## src/rtl/rv_isa_pkg.sv

```systemverilog
// -----------------------------------------------------------------------------
// rv_isa_pkg
// Shared RV32I encoding definitions for the instruction encoder:
//   - major opcode constants
//   - instruction format enumeration
//   - canonical NOP word (addi x0, x0, 0)
//   - signed immediate range limits per format
//   - decode_fmt(): maps a 7-bit opcode to its instruction format
// -----------------------------------------------------------------------------
package rv_isa_pkg;

    localparam logic [6:0] OP_IMM = 7'b0010011;
    localparam logic [6:0] LOAD   = 7'b0000011;
    localparam logic [6:0] JALR   = 7'b1100111;
    localparam logic [6:0] STORE  = 7'b0100011;
    localparam logic [6:0] BRANCH = 7'b1100011;
    localparam logic [6:0] LUI    = 7'b0110111;
    localparam logic [6:0] AUIPC  = 7'b0010111;
    localparam logic [6:0] JAL    = 7'b1101111;
    localparam logic [6:0] OP     = 7'b0110011;

    typedef enum logic [2:0] {
        FMT_R,
        FMT_I,
        FMT_S,
        FMT_B,
        FMT_U,
        FMT_J,
        FMT_BAD
    } fmt_e;

    localparam logic [31:0] NOP_INSTR = 32'h0000_0013;

    // I/S: 12-bit signed. B: 13-bit signed, even. J: 21-bit signed, even.
    localparam int IMM12_MIN = -2048;
    localparam int IMM12_MAX = 2047;
    localparam int IMM13_MIN = -4096;
    localparam int IMM13_MAX = 4094;
    localparam int IMM21_MIN = -1048576;
    localparam int IMM21_MAX = 1048574;

    function automatic fmt_e decode_fmt(input logic [6:0] opcode);
        fmt_e fmt;
        case (opcode)
            OP:                  fmt = FMT_R;
            OP_IMM, LOAD, JALR:  fmt = FMT_I;
            STORE:               fmt = FMT_S;
            BRANCH:              fmt = FMT_B;
            LUI, AUIPC:          fmt = FMT_U;
            JAL:                 fmt = FMT_J;
            default:             fmt = FMT_BAD;
        endcase
        return fmt;
    endfunction

endpackage

```

## src/rtl/imm_packer.sv

```systemverilog
// -----------------------------------------------------------------------------
// imm_packer
// Combinational immediate scatter and range/alignment check.
// Ports:
//   i_fmt        instruction format
//   i_imm        32-bit signed immediate (U-type: full 32-bit value)
//   o_imm_bits   immediate bits placed at their instruction-word positions,
//                every other bit zero (OR-ed with the register/function fields)
//   o_range_err  immediate not representable in the format; never set for
//                R-type or FMT_BAD (an illegal opcode is flagged by the caller)
// -----------------------------------------------------------------------------
module imm_packer
    import rv_isa_pkg::*;
(
    input  fmt_e        i_fmt,
    input  logic [31:0] i_imm,
    output logic [31:0] o_imm_bits,
    output logic        o_range_err
);

    logic signed [31:0] w_imm_s;
    assign w_imm_s = i_imm;

    // NOTE: every output gets a default before the case so no path leaves a
    // value unassigned; otherwise synthesis infers a latch.
    always_comb begin
        o_imm_bits  = '0;
        o_range_err = 1'b0;
        case (i_fmt)
            FMT_I: begin
                o_imm_bits[31:20] = i_imm[11:0];
                o_range_err       = (w_imm_s < IMM12_MIN) || (w_imm_s > IMM12_MAX);
            end
            FMT_S: begin
                o_imm_bits[31:25] = i_imm[11:5];
                o_imm_bits[11:7]  = i_imm[4:0];
                o_range_err       = (w_imm_s < IMM12_MIN) || (w_imm_s > IMM12_MAX);
            end
            FMT_B: begin
                o_imm_bits[31]    = i_imm[12];
                o_imm_bits[30:25] = i_imm[10:5];
                o_imm_bits[11:8]  = i_imm[4:1];
                o_imm_bits[7]     = i_imm[11];
                o_range_err       = (w_imm_s < IMM13_MIN) || (w_imm_s > IMM13_MAX)
                                    || i_imm[0];
            end
            FMT_U: begin
                o_imm_bits[31:12] = i_imm[31:12];
                o_range_err       = (i_imm[11:0] != 12'h000);
            end
            FMT_J: begin
                o_imm_bits[31]    = i_imm[20];
                o_imm_bits[30:21] = i_imm[10:1];
                o_imm_bits[20]    = i_imm[11];
                o_imm_bits[19:12] = i_imm[19:12];
                o_range_err       = (w_imm_s < IMM21_MIN) || (w_imm_s > IMM21_MAX)
                                    || i_imm[0];
            end
            default: ;
        endcase
    end

endmodule

```

## src/rtl/instruction_encoder.sv

```systemverilog
// -----------------------------------------------------------------------------
// instruction_encoder
// Streaming RV32I encoder: packs opcode, register/function fields and a signed
// immediate into a 32-bit instruction word tagged with an auto-incrementing
// write address. Two-stage valid/ready pipeline; illegal opcodes and
// out-of-range/misaligned immediates emit a NOP with out_err set.
// Ports:
//   clk, reset           clock; synchronous active-high reset
//   clear                pulse: address counter and err_count to start values
//   in_valid/in_ready    input handshake
//   in_opcode..in_imm    raw instruction fields
//   out_valid/out_ready  output handshake
//   out_instr, out_addr  encoded word and its write address
//   out_err              word was replaced by NOP
//   err_count            saturating count of accepted error words
// -----------------------------------------------------------------------------
module instruction_encoder
    import rv_isa_pkg::*;
#(
    parameter logic [31:0] BASE_ADDR = 32'h0000_0000,
    parameter logic [31:0] ADDR_STEP = 32'd4,
    parameter int          ERR_CNT_W = 8
) (
    input  logic                 clk,
    input  logic                 reset,
    input  logic                 clear,
    input  logic                 in_valid,
    output logic                 in_ready,
    input  logic [6:0]           in_opcode,
    input  logic [4:0]           in_rd,
    input  logic [4:0]           in_rs1,
    input  logic [4:0]           in_rs2,
    input  logic [2:0]           in_funct3,
    input  logic [6:0]           in_funct7,
    input  logic [31:0]          in_imm,
    output logic                 out_valid,
    input  logic                 out_ready,
    output logic [31:0]          out_instr,
    output logic [31:0]          out_addr,
    output logic                 out_err,
    output logic [ERR_CNT_W-1:0] err_count
);

    localparam logic [ERR_CNT_W-1:0] CNT_ONE = ERR_CNT_W'(1);

    // Stage 1: raw fields
    logic        r_s1_valid;
    logic [6:0]  r_s1_opcode;
    logic [4:0]  r_s1_rd;
    logic [4:0]  r_s1_rs1;
    logic [4:0]  r_s1_rs2;
    logic [2:0]  r_s1_funct3;
    logic [6:0]  r_s1_funct7;
    logic [31:0] r_s1_imm;

    // Stage 2: encoded word
    logic                 r_s2_valid;
    logic [31:0]          r_out_instr;
    logic [31:0]          r_out_addr;
    logic                 r_out_err;
    logic [ERR_CNT_W-1:0] r_err_count;
    logic [31:0]          r_addr;

    logic        w_s1_advance;
    logic        w_in_fire;
    logic        w_s2_load;
    logic        w_out_fire;
    fmt_e        w_fmt;
    logic [31:0] w_imm_bits;
    logic        w_range_err;
    logic [31:0] w_fields;
    logic        w_err;
    logic [31:0] w_instr;
    logic [31:0] w_addr_base;

    assign w_s1_advance = !r_s2_valid || out_ready;
    assign in_ready     = !r_s1_valid || w_s1_advance;
    assign w_in_fire    = in_valid && in_ready;
    assign w_s2_load    = r_s1_valid && w_s1_advance;
    assign w_out_fire   = r_s2_valid && out_ready;

    assign w_fmt = decode_fmt(r_s1_opcode);

    imm_packer u_imm_packer (
        .i_fmt       (w_fmt),
        .i_imm       (r_s1_imm),
        .o_imm_bits  (w_imm_bits),
        .o_range_err (w_range_err)
    );

    // Only the fields a format actually uses reach the word.
    always_comb begin
        w_fields = '0;
        case (w_fmt)
            FMT_R:        w_fields = {r_s1_funct7, r_s1_rs2, r_s1_rs1, r_s1_funct3,
                                      r_s1_rd, r_s1_opcode};
            FMT_I:        w_fields = {12'b0, r_s1_rs1, r_s1_funct3, r_s1_rd, r_s1_opcode};
            FMT_S, FMT_B: w_fields = {7'b0, r_s1_rs2, r_s1_rs1, r_s1_funct3, 5'b0,
                                      r_s1_opcode};
            FMT_U, FMT_J: w_fields = {20'b0, r_s1_rd, r_s1_opcode};
            default:      w_fields = '0;
        endcase
    end

    assign w_err   = (w_fmt == FMT_BAD) || w_range_err;
    assign w_instr = w_err ? NOP_INSTR : (w_fields | w_imm_bits);

    // A clear coinciding with a stage-2 load restarts numbering at that word.
    assign w_addr_base = clear ? BASE_ADDR : r_addr;

    // NOTE: stage-1 payload carries no reset; r_s1_valid qualifies it, so
    // stale contents are never observed and the flops stay reset-free.
    always_ff @(posedge clk) begin
        if (w_in_fire) begin
            r_s1_opcode <= in_opcode;
            r_s1_rd     <= in_rd;
            r_s1_rs1    <= in_rs1;
            r_s1_rs2    <= in_rs2;
            r_s1_funct3 <= in_funct3;
            r_s1_funct7 <= in_funct7;
            r_s1_imm    <= in_imm;
        end
    end

    // NOTE: state updates use non-blocking assignments so every flop samples
    // pre-edge values regardless of statement order.
    always_ff @(posedge clk) begin
        if (reset) begin
            r_s1_valid  <= 1'b0;
            r_s2_valid  <= 1'b0;
            r_out_instr <= '0;
            r_out_addr  <= BASE_ADDR;
            r_out_err   <= 1'b0;
            r_err_count <= '0;
            r_addr      <= BASE_ADDR;
        end else begin
            r_s1_valid <= w_in_fire || (r_s1_valid && !w_s1_advance);
            r_s2_valid <= w_s2_load || (r_s2_valid && !out_ready);

            if (w_s2_load) begin
                r_out_instr <= w_instr;
                r_out_err   <= w_err;
                r_out_addr  <= w_addr_base;
                r_addr      <= w_addr_base + ADDR_STEP;
            end else if (clear) begin
                r_addr <= BASE_ADDR;
            end

            if (clear) begin
                r_err_count <= '0;
            end else if (w_out_fire && r_out_err && (r_err_count != '1)) begin
                r_err_count <= r_err_count + CNT_ONE;
            end
        end
    end

    assign out_valid = r_s2_valid;
    assign out_instr = r_out_instr;
    assign out_addr  = r_out_addr;
    assign out_err   = r_out_err;
    assign err_count = r_err_count;

endmodule

```

## config.mk

```make
export PLATFORM = sky130hd
export DESIGN_NAME = instruction_encoder
export DESIGN_NICKNAME = d
export VERILOG_FILES = /design/src/rtl/rv_isa_pkg.sv /design/src/rtl/imm_packer.sv /design/src/rtl/instruction_encoder.sv
export SDC_FILE = /design/constraint.sdc
export NUM_CORES = 1
export LEC_CHECK = 0
export ABC_AREA = 1
export CAP_MARGIN = 20
export CORE_MARGIN = 10
export CORE_UTILIZATION = 53
export CTS_CLUSTER_DIAMETER = 60
export DETAILED_ROUTE_END_ITERATION = 8
export PLACE_DENSITY = 0.81
export SLEW_MARGIN = 20
export SYNTH_ARGS = -nofsm -noshare
export SYNTH_HDL_FRONTEND = slang
export SYNTH_SLANG_ARGS = --single-unit
export TNS_END_PERCENT = 20
```

## constraint.sdc

```tcl
create_clock -name clk -period 3.5 [get_ports clk]
set_input_delay 1.05 -clock clk [delete_from_list [all_inputs] [get_ports clk]]
set_output_delay 1.05 -clock clk [all_outputs]
set_load 0.01 [all_outputs]
```

==> results.json <==
{
  "status": "finished clean",
  "final_common_cell": "nand2_1",
  "synth.avg_cell_area_sq_um": 8.102,
  "power_leakage_uw": 0.004001,
  "worst_slew_pin_slew_ps": 584.5,
  "slowest_delay_ps": 560,
  "synthAdderAreaFrac": 0.007863,
  "routed_via_density": 5.269,
  "r2r_slack_ps": 840,
  "crit_path_start_kind": "primary input",
  "rr_startpoint": "r_s1_opcode[3]$_DFFE_PP_",
  "clock_sinks": 171,
  "hpwl_um": 15310,
  "fin_setup_tns_ps": 0,
  "rsz0062_at_grt": "no",
  "drtIter0Drc": 634,
  "floorplan.initialDensity": 0.5433,
  "ir_worst_vdd_mv": 0.3319,
  "worstPathRequired_ps": 2450,
  "core_sq_um": 14640,
  "portBuffers": 143,
  "synth_top_family_by_area": "simple AND/OR/NAND/NOR gates",
  "clkPwrFrac": 0.457,
  "cp_slowest_cell": "clkdlybuf4s50_1",
  "maxCapViolCount": 0,
  "r2r_end": "out_instr[28]$_SDFFE_PP0P_",
  "first_global_vias": 6789,
  "crit_buf_inv": 3,
  "boundaryPins": 144,
  "power_uw": 4687,
  "final_max_slew_viol_count": 0,
  "path_cells": "clkdlybuf4s50_1, inv_1, nand3_1, clkdlybuf4s50_1",
  "finalCriticalPeriod_ps": 3292,
  "regArea_sq_um": 4064,
  "crit_top_cell": "clkdlybuf4s50_1",
  "syn_area_sq_um": 7956,
  "syn_inst": 982,
  "path_delay_family": "buffers and inverters",
  "slew_headroom": 0.6091,
  "n_fill_cell": 1149,
  "die_width_um": 142.5,
  "syn_nets": 1056,
  "power_frac_comb": 0.076,
  "swShare": 0.2202,
  "synth-simple-area-share": 0.2934,
  "r2r_cells": 16,
  "cts-buffers-inserted": 17,
  "drc_errors": 0,
  "root_buffer": "clkbuf_16",
  "routabilityCongestion": 0.9464,
  "n_antenna_cell": 0,
  "rows": 44,
  "cts.clk_slew.worst_paths_ps": 60,
  "yosys_register_bits": 171,
  "htreeDepth": 4,
  "die_h_um": 142.5,
  "switching_power_uw": 1032,
  "cp.arrival_ps": 2240,
  "antenna_found_initial": 0,
  "cts_tree": "yes",
  "min_path_cells": 2,
  "mostFrequentLayoutCells": "233 x nand2_1, 143 x clkdlybuf4s50_1, 119 x nor2_1, 107 x dfxtp_1, 98 x inv_1",
  "clkLatencyLatePin_ps": 430,
  "cts_setup_buffers": 0,
  "critPathKind": "primary input to output pin",
  "fmax_mhz": 303.8,
  "grtUsageTotal": 0.2030,
  "dieArea_sq_um": 20310,
  "period_share": 0.9404,
  "yosysWarnings": 0,
  "grt_max_degree": 65,
  "fin_cells": 1333,
  "drt_wl_total_um": 20690,
  "hold_path_end": "r_addr[0]$_SDFF_PP0_",
  "antenna_left": 0,
  "grt_overflow_total": 0,
  "synthMuxAreaShare": 0,
  "cts_hold_buf": 0,
  "dr.pass1.iters": 6,
  "dpl.cell_count": 1301,
  "layout.nets": 1210,
  "cts.path.max_buffers": 2,
  "powerDensity_nw_per_um2": 454.4,
  "internal-power_uw": 3655,
  "hold_viol": 0,
  "cts-resized-gates": 0,
  "drive_gt1_frac": 0.1166,
  "vias": 7023,
  "setup_violations": 0,
  "synth-xor-area-share": 0.005504,
  "worst_setup_path_end_kind": "output pin",
  "synth_compound_area_frac": 0.1121,
  "grt_first_pass_wirelength_um": 33250,
  "multiInputGateArea_sq_um": 3336,
  "routedWlPerCell_um": 15.52,
  "area_growth_pct": 29.64,
  "seqPwrFrac": 0.467,
  "yosysSeqAreaShare": 0.5108,
  "ys_types": 46,
  "min_from": "r_addr[0]$_SDFF_PP0_",
  "hp-class": "flop to flop",
  "skew_ps": 6.996,
  "cp_max_fo": 3
}
flip-flops by register name, indices dropped and copies added, names as in the netlist:
register / cells
err_count: 8
out_addr: 32
out_err: 1
out_instr: 32
out_valid: 1
r_addr: 32
r_s1_funct3: 3
r_s1_funct7: 7
r_s1_imm: 32
r_s1_opcode: 7
r_s1_rd: 5
r_s1_rs1: 5
r_s1_rs2: 5
r_s1_valid: 1
cell usage after synthesis, drive strengths merged:
| cell type | n | area (sq um) |
|---|---|---|
| clkbuf | 17 | 65.06 |
| o21ai | 90 | 529.3 |
| xnor2 | 2 | 17.52 |
| o22a | 2 | 17.52 |
| nor3 | 24 | 142.6 |
| nand3 | 72 | 392.9 |
| a211oi | 3 | 22.52 |
| or2 | 2 | 12.51 |
| inv | 109 | 414.2 |
| dfxtp | 107 | 2142 |
| nor3b | 3 | 22.52 |
| nand2 | 253 | 1044 |
| nand3b | 1 | 7.510 |
| a21oi | 53 | 272.8 |
| a311oi | 1 | 8.760 |
| clkinv | 2 | 7.510 |
| o21a | 2 | 15.01 |
| nor2 | 137 | 591.8 |
| nor4 | 7 | 58.81 |
| o22ai | 3 | 18.77 |
| nand4 | 8 | 62.56 |
| edfxtp | 64 | 1922 |
| xor2 | 3 | 26.28 |
| a21o | 1 | 7.510 |
| buf | 11 | 72.56 |
| ha | 5 | 62.56 |
worst reg2reg max path, cell delays in order, from the launching register on:
cell	delay, ps
edfxtp_1	430
inv_1	110
nand2_1	50
nor2_1	150
nand3_1	140
nand2_2	170
inv_1	80
ha_1	210
nand2_1	110
nor2_4	70
nor2_4	110
nand2_4	100
nor2_1	390
nand2_1	100
nand2_1	100
nand2_1	80
o21ai_2	150
area by class of cell:
cell class / count / area share
Clock buffer: 18 / 0.04161
Sequential cell: 171 / 0.3940
Inverter: 111 / 0.04088
Multi-Input combinational cell: 672 / 0.3234
Tap cell: 184 / 0.02232
Clock inverter: 14 / 0.02329
Timing Repair Buffer: 163 / 0.1545
power by group through the flow:
stage | combinational [uW] | clock (uW) | sequential, uW
3_3_place_gp | 353 | 0 | 2230
4_1_cts | 359 | 2160 | 2190
3_5_place_dp | 356 | 0 | 2230
2_1_floorplan | 157 | 0 | 2230
6_report | 356 | 2140 | 2190
5_1_grt | 390 | 2250 | 2200
through the flow:
step	util	hold WS, ps	cell area (sq um)	worst slack, ps
after detailed placement	0.6587	428.1	9646	203.9
after global placement	0.6587	425.7	9646	227.3
after global routing	0.7044	460.6	10310	184.5
final	0.7044	444.3	10310	208.4
after floorplan	-	416.6	7956	537.6
after CTS	0.7044	438.3	10310	206.1
how the worst max path moves through the flow:
stage | startpoint | endpoint | slack, ps | depth (start not counted)
floorplan | out_ready | r_s1_funct3[0]$_DFFE_PP_ | 540 | 4
global placement | out_ready | in_ready | 230 | 4
detailed placement | out_ready | in_ready | 200 | 4
CTS | out_ready | in_ready | 210 | 4
global route | out_ready | in_ready | 180 | 4
finish | out_ready | in_ready | 210 | 4
cells by family after synthesis:
family / after synthesis
buf+inv: 139
fa+ha+maj: 5
flops: 171
simple gates: 507
compound gates: 155
xor+xnor: 5
layer usage:
layer,global-route usage,vias to the layer above,routed length [um]
li1,-,3526,-
met4,0.06515,0,366
met1,0.2337,3224,8439
met3,0.05340,35,1223
met2,0.3590,238,10660
met5,0,-,0
(Power assumes the default switching activity.)
